## src/rtl/axi_read.sv

```systemverilog
// AXI4-Lite read-only slave front end: accepts one read at a time, decodes it
// against a word-addressed register bank and returns the bank data or an error.
module axi_read #(
    parameter logic [31:0] BASE_ADDR = 32'h0000_1000,
    parameter int          NUM_REGS  = 16,
    parameter int          TIMEOUT   = 8
) (
    input  logic                        axi_clk,
    input  logic                        rst,
    input  logic [31:0]                 ARADDR,
    input  logic                        ARVALID,
    output logic                        ARREADY,
    output logic [31:0]                 RDATA,
    output logic [1:0]                  RRESP,
    output logic                        RVALID,
    input  logic                        RREADY,
    output logic                        rd_req,
    output logic [$clog2(NUM_REGS)-1:0] rd_addr,
    input  logic [31:0]                 rd_data_in,
    input  logic                        rd_ack
);

    localparam int          AW       = $clog2(NUM_REGS);
    localparam logic [32:0] ADDR_END = {1'b0, BASE_ADDR} + (33'(NUM_REGS) << 2);
    localparam logic [7:0]  LAST_CNT = 8'(TIMEOUT - 1);

    localparam logic [1:0] RESP_OKAY   = 2'b00;
    localparam logic [1:0] RESP_SLVERR = 2'b10;
    localparam logic [1:0] RESP_DECERR = 2'b11;

    typedef enum logic [1:0] {
        IDLE = 2'd0,
        WAIT = 2'd1,
        RESP = 2'd2
    } state_t;

    state_t          state_q, state_d;
    logic            arready_q, arready_d;
    logic            rvalid_q, rvalid_d;
    logic [31:0]     rdata_q, rdata_d;
    logic [1:0]      rresp_q, rresp_d;
    logic            rd_req_q, rd_req_d;
    logic [AW-1:0]   rd_addr_q, rd_addr_d;
    logic [7:0]      wait_cnt_q, wait_cnt_d;

    logic ar_fire;
    logic in_range;
    logic addr_ok;
    logic timeout_hit;

    // 33-bit compares so a window ending at the top of the 4 GB map cannot wrap
    assign ar_fire     = ARVALID && arready_q;
    assign in_range    = ({1'b0, ARADDR} >= {1'b0, BASE_ADDR}) && ({1'b0, ARADDR} < ADDR_END);
    assign addr_ok     = in_range && (ARADDR[1:0] == 2'b00);
    assign timeout_hit = (wait_cnt_q == LAST_CNT);

    always_ff @(posedge axi_clk) begin
        if (rst) begin
            state_q    <= IDLE;
            arready_q  <= 1'b0;
            rvalid_q   <= 1'b0;
            rdata_q    <= 32'h0;
            rresp_q    <= RESP_OKAY;
            rd_req_q   <= 1'b0;
            rd_addr_q  <= '0;
            wait_cnt_q <= 8'h0;
        end else begin
            state_q    <= state_d;
            arready_q  <= arready_d;
            rvalid_q   <= rvalid_d;
            rdata_q    <= rdata_d;
            rresp_q    <= rresp_d;
            rd_req_q   <= rd_req_d;
            rd_addr_q  <= rd_addr_d;
            wait_cnt_q <= wait_cnt_d;
        end
    end

    always_comb begin
        state_d = state_q;
        case (state_q)
            IDLE: if (ar_fire) state_d = addr_ok ? WAIT : RESP;
            WAIT: if (rd_ack || timeout_hit) state_d = RESP;
            RESP: if (RREADY) state_d = IDLE;
            default: state_d = IDLE;
        endcase
    end

    always_comb begin
        arready_d  = 1'b0;
        rvalid_d   = rvalid_q;
        rdata_d    = rdata_q;
        rresp_d    = rresp_q;
        rd_req_d   = rd_req_q;
        rd_addr_d  = rd_addr_q;
        wait_cnt_d = wait_cnt_q;
        case (state_q)
            IDLE: begin
                arready_d = !ar_fire;
                if (ar_fire) begin
                    if (addr_ok) begin
                        rd_req_d   = 1'b1;
                        rd_addr_d  = AW'((ARADDR - BASE_ADDR) >> 2);
                        wait_cnt_d = 8'h0;
                    end else begin
                        rvalid_d = 1'b1;
                        rdata_d  = 32'h0;
                        rresp_d  = in_range ? RESP_SLVERR : RESP_DECERR;
                    end
                end
            end
            WAIT: begin
                if (wait_cnt_q != 8'hFF) wait_cnt_d = wait_cnt_q + 8'd1;
                // an ack in the last counted cycle still wins over the timeout
                if (rd_ack) begin
                    rd_req_d = 1'b0;
                    rvalid_d = 1'b1;
                    rdata_d  = rd_data_in;
                    rresp_d  = RESP_OKAY;
                end else if (timeout_hit) begin
                    rd_req_d = 1'b0;
                    rvalid_d = 1'b1;
                    rdata_d  = 32'h0;
                    rresp_d  = RESP_SLVERR;
                end
            end
            RESP: begin
                if (RREADY) rvalid_d = 1'b0;
            end
            default: begin
                rvalid_d = 1'b0;
                rd_req_d = 1'b0;
            end
        endcase
    end

    assign ARREADY = arready_q;
    assign RVALID  = rvalid_q;
    assign RDATA   = rdata_q;
    assign RRESP   = rresp_q;
    assign rd_req  = rd_req_q;
    assign rd_addr = rd_addr_q;

endmodule

```

## config.mk

```make
export PLATFORM = sky130hd
export DESIGN_NAME = axi_read
export DESIGN_NICKNAME = d
export VERILOG_FILES = /design/src/rtl/axi_read.sv
export SDC_FILE = /design/constraint.sdc
export NUM_CORES = 1
export LEC_CHECK = 0
export ABC_CLOCK_PERIOD_IN_PS = 2550
export BUFFER_PORTS_ARGS = -buffer_cell sky130_fd_sc_hd__buf_2
export CAP_MARGIN = 20
export CORE_AREA = 2 2 71 73
export CTS_CLUSTER_DIAMETER = 30
export CTS_CLUSTER_SIZE = 24
export DETAILED_ROUTE_END_ITERATION = 10
export DIE_AREA = 0 0 73 75
export PLACE_DENSITY = 0.76
export SLEW_MARGIN = 20
export SYNTH_ARGS = -nofsm -noshare
export SYNTH_HDL_FRONTEND = slang
export SYNTH_SLANG_ARGS = --single-unit
```

## constraint.sdc

```tcl
create_clock -name axi_clk -period 2.55 [get_ports axi_clk]
set_clock_uncertainty 0.05 [all_clocks]
set_input_delay 0.255 -clock axi_clk [delete_from_list [all_inputs] [get_ports axi_clk]]
set_output_delay 0.255 -clock axi_clk [all_outputs]
set_load 0.02 [all_outputs]
```

==> results of run 1 <==
cells by family after synthesis:
group,Yosys count
AO/OA/AOI/OAI,66
adder cells (fa/ha/maj),1
buffers and inverters,13
flip-flops,51
multiplexers,4
AND/OR/NAND/NOR,53
worst min path at each step:
stage / from / endpoint / slack (ns) / depth (start not counted)
global placement: RDATA[21]$_SDFFE_PP0P_ / RDATA[21]$_SDFFE_PP0P_ / 0.41 / 1
finish: rd_data_in[8] / RDATA[8]$_SDFFE_PP0P_ / 0.10 / 2
detailed placement: RDATA[23]$_SDFFE_PP0P_ / RDATA[23]$_SDFFE_PP0P_ / 0.41 / 1
floorplan: rd_ack / RRESP[1]$_SDFFE_PP0P_ / 0.30 / 1
CTS: rd_data_in[27] / RDATA[27]$_SDFFE_PP0P_ / 0.1 / 2
global route: rd_data_in[27] / RDATA[27]$_SDFFE_PP0P_ / 0.09 / 2
area by class of cell:
| class | instances | area, sq um |
|---|---|---|
| fill | 417 | 1940 |
| sequential | 51 | 1020 |
| multi-input combinational | 124 | 920 |
| timing repair buffer | 113 | 588 |
| clock buffer | 5 | 68.8 |
| tap | 54 | 67.6 |
| clock inverter | 3 | 47.5 |
| inverter | 1 | 3.75 |
per-stage QoR:
stage               instance area (sq um)  utilization, %  total power [W]  hold slack [ns]  setup WS, ns
floorplan                            2010               -         0.000886            0.302         0.642
global placement                     2600            55.8         0.000954            0.407         0.459
detailed placement                   2600            55.8         0.000955            0.410         0.407
CTS                                  2720            58.3          0.00152           0.0954         0.426
global route                         2720            58.3          0.00156           0.0907         0.268
finish                               2720            58.3          0.00150            0.104         0.429
cells in the final DEF (no fill, tap or decap), types with 3 or more instances in the layout:
cell type / netlist / final
buf_2: 1 / 109
dfxtp_1: 51 / 51
a22o_1: 30 / 30
nor2_1: 12 / 12
a21oi_1: 12 / 12
nand2_1: 9 / 9
clkbuf_8: 0 / 5
nor4_2: 4 / 4
mux2i_1: 4 / 4
nor4_1: 3 / 3
nand4_1: 3 / 3
o31ai_1: 3 / 3
or4_1: 3 / 3
o21ai_0: 3 / 3
buf_4: 0 / 3
registers in the layout (all words and copies together), names as in the netlist:
register,count
RRESP,2
RDATA,32
rd_addr,4
wait_cnt_q,8
RVALID,1
state_q,2
ARREADY,1
rd_req,1
critical path, cell delays in order (launching register included):
cell	delay [ns]
dfxtp_1	0.34
ha_1	0.21
and2_1	0.22
a311o_1	0.47
nor2_1	0.15
or4b_1	0.45
a21oi_1	0.15
report_power, final:
part / internal, W / switching [W] / total, W
clock network: 0.000297 / 0.000271 / 0.000568
registers: 0.000802 / 0.00000662 / 0.000809
logic: 0.0000618 / 0.0000648 / 0.000127
total: 0.00116 / 0.000342 / 0.00150
metal layers:
metal / up-vias / GRT usage (%)
met3: 5 / 3.75
met4: 0 / 8.44
met1: 826 / 19.7
met5: - / 0
li1: 943 / -
met2: 76 / 27.2
==> results.sh, run 1 <==
export IMPL_status="completed"
export IMPL_drc=0
export IMPL_reg2reg_to="wait_cnt_q[5]$_SDFFE_PP0P_"
export IMPL_crit_reg2reg_launch="wait_cnt_q[0]$_SDFFE_PP0P_"
export IMPL_hpwlAfterDp_microns=3490
export IMPL_antenna_found_initial=0
export IMPL_worstSetupStartpointType="flop"
export IMPL_dieHeight_microns=75
export IMPL_cts_tree="yes"
export IMPL_clk_pin_slew_ns=0.09
export IMPL_fin_tns_setup_ns=0
export IMPL_die_area_sq_mm=0.00548
export IMPL_gp_congestion=0.744
export IMPL_r2r_slack_ns=0.43
export IMPL_yosysTopAreaCellShare_pct=50.7
export IMPL_slew_viol_final=0
export IMPL_layout_cells_non_filler=351
export IMPL_synth_area_leaders="dfxtp_1 (51%), a22o_1 (13%), a21oi_1 (3.0%), nor4_2 (2.5%), nor2_1 (2.2%)"
export IMPL_max_freq_mhz=471
export IMPL_clock_latency_ns=0.30
export IMPL_synth_common_cells="dfxtp_1 (51), a22o_1 (30), a21oi_1 (12), nor2_1 (12), nand2_1 (9)"
export IMPL_path_class="reg2reg"
export IMPL_ant_nets=0
export IMPL_netlist_area_sq_mm=0.00201
export IMPL_synth_edf_count=0
export IMPL_area_delta_synth_final_pct=34.9
export IMPL_cp_max_fo=12
export IMPL_synth_mux_area_share_pct=1.99
export IMPL_finalCritPeriodShare_pct=83.2
export IMPL_synthDistinctLibCells=45
export IMPL_finalNetCount=366
export IMPL_pin_count=110
export IMPL_cts_hold_buf=0
export IMPL_vias=1850
export IMPL_grtUsageTotal_pct=16.3
export IMPL_hold_viol_final=0
export IMPL_crit_end="wait_cnt_q[5]$_SDFFE_PP0P_"
export IMPL_setup_viol=0
export IMPL_ys_warn_count=0
export IMPL_port_buffers=109
export IMPL_highest_layer="met4"
export IMPL_hold_class="in2reg"
export IMPL_slew_headroom_pct=73.6
export IMPL_ys_ff_latch=51
export IMPL_synth_area_per_cell_sq_um=10.7
export IMPL_synth_nets=258
export IMPL_drtIter0Drc=95
export IMPL_cts_buffer_depth=2
export IMPL_r2r_cells=6
export IMPL_grt_pass1_wl_microns=6880
export IMPL_wire_per_inst_microns=13.4
export IMPL_async_reset_ff_share_pct=0
export IMPL_synth_main_ff_cell="dfxtp_1"
export IMPL_drive_gt1_share_pct=45.5
export IMPL_leakagePower_nw=1.24
export IMPL_timing_final_crit_period_ns=2.12
export IMPL_grt_setup_unrepaired="no"
export IMPL_yosysMostFrequentCell="dfxtp_1"
export IMPL_start_util_pct=43.2
export IMPL_synthSimpleGateAreaFrac_pct=16.8
export IMPL_synth_cells=188
export IMPL_postCtsSetupBuffers=0
export IMPL_yosys_area_top_type="dfxtp_1"
export IMPL_end_kind="flop"
export IMPL_synth_compound_area_share_pct=26.3
export IMPL_drv_cap=0
export IMPL_numCtsBuffers=5
export IMPL_grt_ovfl_total=0
export IMPL_place_inst=343
export IMPL_coreArea_sq_mm=0.00466
export IMPL_p_per_area_mw_per_mm2=554
export IMPL_postCtsResizedCells=0
export IMPL_n_antenna_cell=0
export IMPL_cp_required_ns=2.73
export IMPL_critPathArrivalTime_ns=2.30
export IMPL_wl_met2_microns=2230
export IMPL_peakVddDrop_mv=0.328
export IMPL_grt_max_degree=33
export IMPL_vias_per_cell=5.27
export IMPL_htree_num_levels=2
export IMPL_yosysSeqAreaShare_pct=50.7
export IMPL_worstMarginPinSlew_ns=0.396
export IMPL_crit_path_start="wait_cnt_q[0]$_SDFFE_PP0P_"
export IMPL_synth_top_family_by_area="compound AO/OA/AOI/OAI gates"
export IMPL_grt_pass1_vias=1618
export IMPL_dr_pass1_iters=4
export IMPL_wl_met3_microns=338
export IMPL_drt_wl_total_microns=4720
export IMPL_synth_xor_area_share_pct=0
export IMPL_wl_met1_microns=2080
export IMPL_synth_fa_ha_area_share_pct=0.622
export IMPL_rows=25
export IMPL_die_w_microns=73
export IMPL_cts_root_buf="clkbuf_8"
export IMPL_cts_sinks=51
Power figures use the tool's default switching activity.
==> run 2, diff against run 1 <==
--- a/config.mk
+++ b/config.mk
@@ -5,7 +5,7 @@
 export SDC_FILE = /design/constraint.sdc
 export NUM_CORES = 1
 export LEC_CHECK = 0
-export ABC_CLOCK_PERIOD_IN_PS = 2550
+export ABC_CLOCK_PERIOD_IN_PS = 2000
 export BUFFER_PORTS_ARGS = -buffer_cell sky130_fd_sc_hd__buf_2
 export CAP_MARGIN = 20
 export CORE_AREA = 2 2 71 73
==> constraint.sdc (replaced) <==
create_clock -name axi_clk -period 2 [get_ports axi_clk]
set_clock_uncertainty 0.05 [all_clocks]
set_input_delay 0.2 -clock axi_clk [delete_from_list [all_inputs] [get_ports axi_clk]]
set_output_delay 0.2 -clock axi_clk [all_outputs]
set_load 0.02 [all_outputs]
==> run 2 against run 1 <==
Fmax up 8.9%. Clock power about the same. Combinational power up 39%. Utilization up 1.3 points. Cell area up 2.3%. Setup slack worse by 0.38 ns. Clock-buffer cell count unchanged. Cell count up 2.8%. First-iteration DRC count up 41%. Non-clock buffer count up 10. Die area unchanged.
==> results.sh, run 2 (synthesis results as in run 1) <==
export IMPL_hold_class="in2reg"
export IMPL_hpwlAfterDp_microns=3780
export IMPL_gp_congestion=0.784
export IMPL_cts_buffer_depth=2
export IMPL_p_int_w=0.00135
export IMPL_final_seq_area_sq_mm=0.00102
export IMPL_layout_cells_non_filler=361
export IMPL_start_util_pct=43.2
export IMPL_antenna_found_initial=0
export IMPL_postCtsResizedCells=0
export IMPL_finalPower_w=0.00177
export IMPL_drt_wl_total_microns=5070
export IMPL_ant_nets=0
export IMPL_htree_num_levels=2
export IMPL_p_clk_share_pct=31.9
export IMPL_vias=1928
export IMPL_drive_gt1_share_pct=47.9
export IMPL_leakagePower_nw=1.28
export IMPL_clock_latency_ns=0.30
export IMPL_pwr_share_seq_pct=58.2
export IMPL_status="completed"
export IMPL_path_delay_family="simple AND/OR/NAND/NOR gates"
export IMPL_pwr_share_comb_pct=10.0
export IMPL_end_kind="flop"
export IMPL_vias_per_cell=5.34
export IMPL_finalCritPeriodShare_pct=97.4
export IMPL_cpMaxStageDelayCell="a311oi_1"
export IMPL_worstMarginPinSlew_ns=0.453
export IMPL_final_common_cell="buf_2"
export IMPL_cts_hold_buf=0
export IMPL_cp_max_fo=4
export IMPL_hold_viol_final=0
export IMPL_dieHeight_microns=75
export IMPL_die_w_microns=73
export IMPL_r2r_slack_ns=0.05
export IMPL_grt_pass1_vias=1653
export IMPL_grt_max_degree=33
export IMPL_worst_path_buf_inv=1
export IMPL_timing_final_crit_period_ns=1.95
export IMPL_area_delta_synth_final_pct=38.0
export IMPL_whs_ns=0.0497
export IMPL_fillers=403
export IMPL_slowest_delay_ns=0.37
export IMPL_rows=25
export IMPL_critPathArrivalTime_ns=2.13
export IMPL_numCtsBuffers=5
export IMPL_drv_cap=0
export IMPL_slew_headroom_pct=69.8
export IMPL_cts_sinks=51
export IMPL_final_cell_mix="buf_2 (109), dfxtp_1 (51), a22o_1 (30), buf_4 (13), a21oi_1 (12)"
export IMPL_coreArea_sq_mm=0.00466
export IMPL_peakVddDrop_mv=0.339
export IMPL_grt_ovfl_total=0
export IMPL_grt_pass1_wl_microns=7060
export IMPL_dpl_cell_area_sq_mm=0.00268
export IMPL_drc=0
export IMPL_pin_count=110
export IMPL_path_class="reg2reg"
export IMPL_die_area_sq_mm=0.00548
export IMPL_grtUsageTotal_pct=16.8
export IMPL_postCtsSetupBuffers=0
export IMPL_n_antenna_cell=0
export IMPL_p_switching_w=0.000422
export IMPL_switching_share_pct=23.8
export IMPL_wire_per_inst_microns=14.0
export IMPL_multi_input_area_sq_um=940
export IMPL_worstSetupStartpointType="flop"
export IMPL_crit_chain="ha_1, and2_1, buf_4, a311oi_1, nand2_1, or3_1, a21oi_1"
export IMPL_clk_pin_slew_ns=0.09
export IMPL_setup_viol=0
export IMPL_cts_root_buf="clkbuf_8"
export IMPL_p_per_area_mw_per_mm2=638
export IMPL_cts_tree="yes"
export IMPL_port_buffers=109
export IMPL_final_design_area_no_fill_sq_mm=0.00278
export IMPL_drtIter0Drc=134
export IMPL_dr_pass1_iters=4
export IMPL_finalNetCount=377
export IMPL_place_inst=353
export IMPL_largest_reg_flops=32
export IMPL_max_freq_mhz=513
export IMPL_cp_required_ns=2.18
export IMPL_slew_viol_final=0
## run 2: layout make-up
type | instances | share of cell area (%)
multi-input cells | 125 | 33.8
well taps | 54 | 2.43
clock buffers | 5 | 2.48
repair buffers | 123 | 23.9
flip-flops and latches | 51 | 36.8
clock inverters | 2 | 0.495
inverters | 1 | 0.135
## run 2: worst paths after layout
| kind | startpoint | endpoint | cells past startpoint |
|---|---|---|---|
| max | wait_cnt_q[0]$_SDFFE_PP0P_ | wait_cnt_q[2]$_SDFFE_PP0P_ | 7 |
| min | rd_data_in[26] | RDATA[26]$_SDFFE_PP0P_ | 2 |
| max reg2reg | wait_cnt_q[0]$_SDFFE_PP0P_ | wait_cnt_q[2]$_SDFFE_PP0P_ | 7 |
| min reg2reg | RDATA[26]$_SDFFE_PP0P_ | RDATA[26]$_SDFFE_PP0P_ | 1 |
## run 2: metal layers
metal  up-vias  part of all wire (%)  GRT usage, %
li1        965                     -             -
met1       874                    43          20.1
met5         -                     0             0
met3         8                   6.9          4.15
met4         0                   1.8          7.82
met2        81                    48          28.6
## run 2: power groups by stage
stage | Clock (W) | Sequential, W | Combinational (W)
after global routing | 0.000614 | 0.00103 | 0.000190
final | 0.000565 | 0.00103 | 0.000177
after CTS | 0.000575 | 0.00103 | 0.000174
after floorplan | 0 | 0.00106 | 0.0000693
after global placement | 0 | 0.00105 | 0.000170
after detailed placement | 0 | 0.00105 | 0.000174
## run 2: through the flow
stage | utilization, % | setup WS [ns] | setup TNS (ns)
after floorplan | - | 0.0918 | 0
after global placement | 57.4 | 0.0339 | 0
after detailed placement | 57.4 | 0.00605 | 0
after CTS | 59.2 | 0.00590 | 0
after global routing | 59.6 | -0.0109 | -0.0210
final | 59.6 | 0.0517 | 0
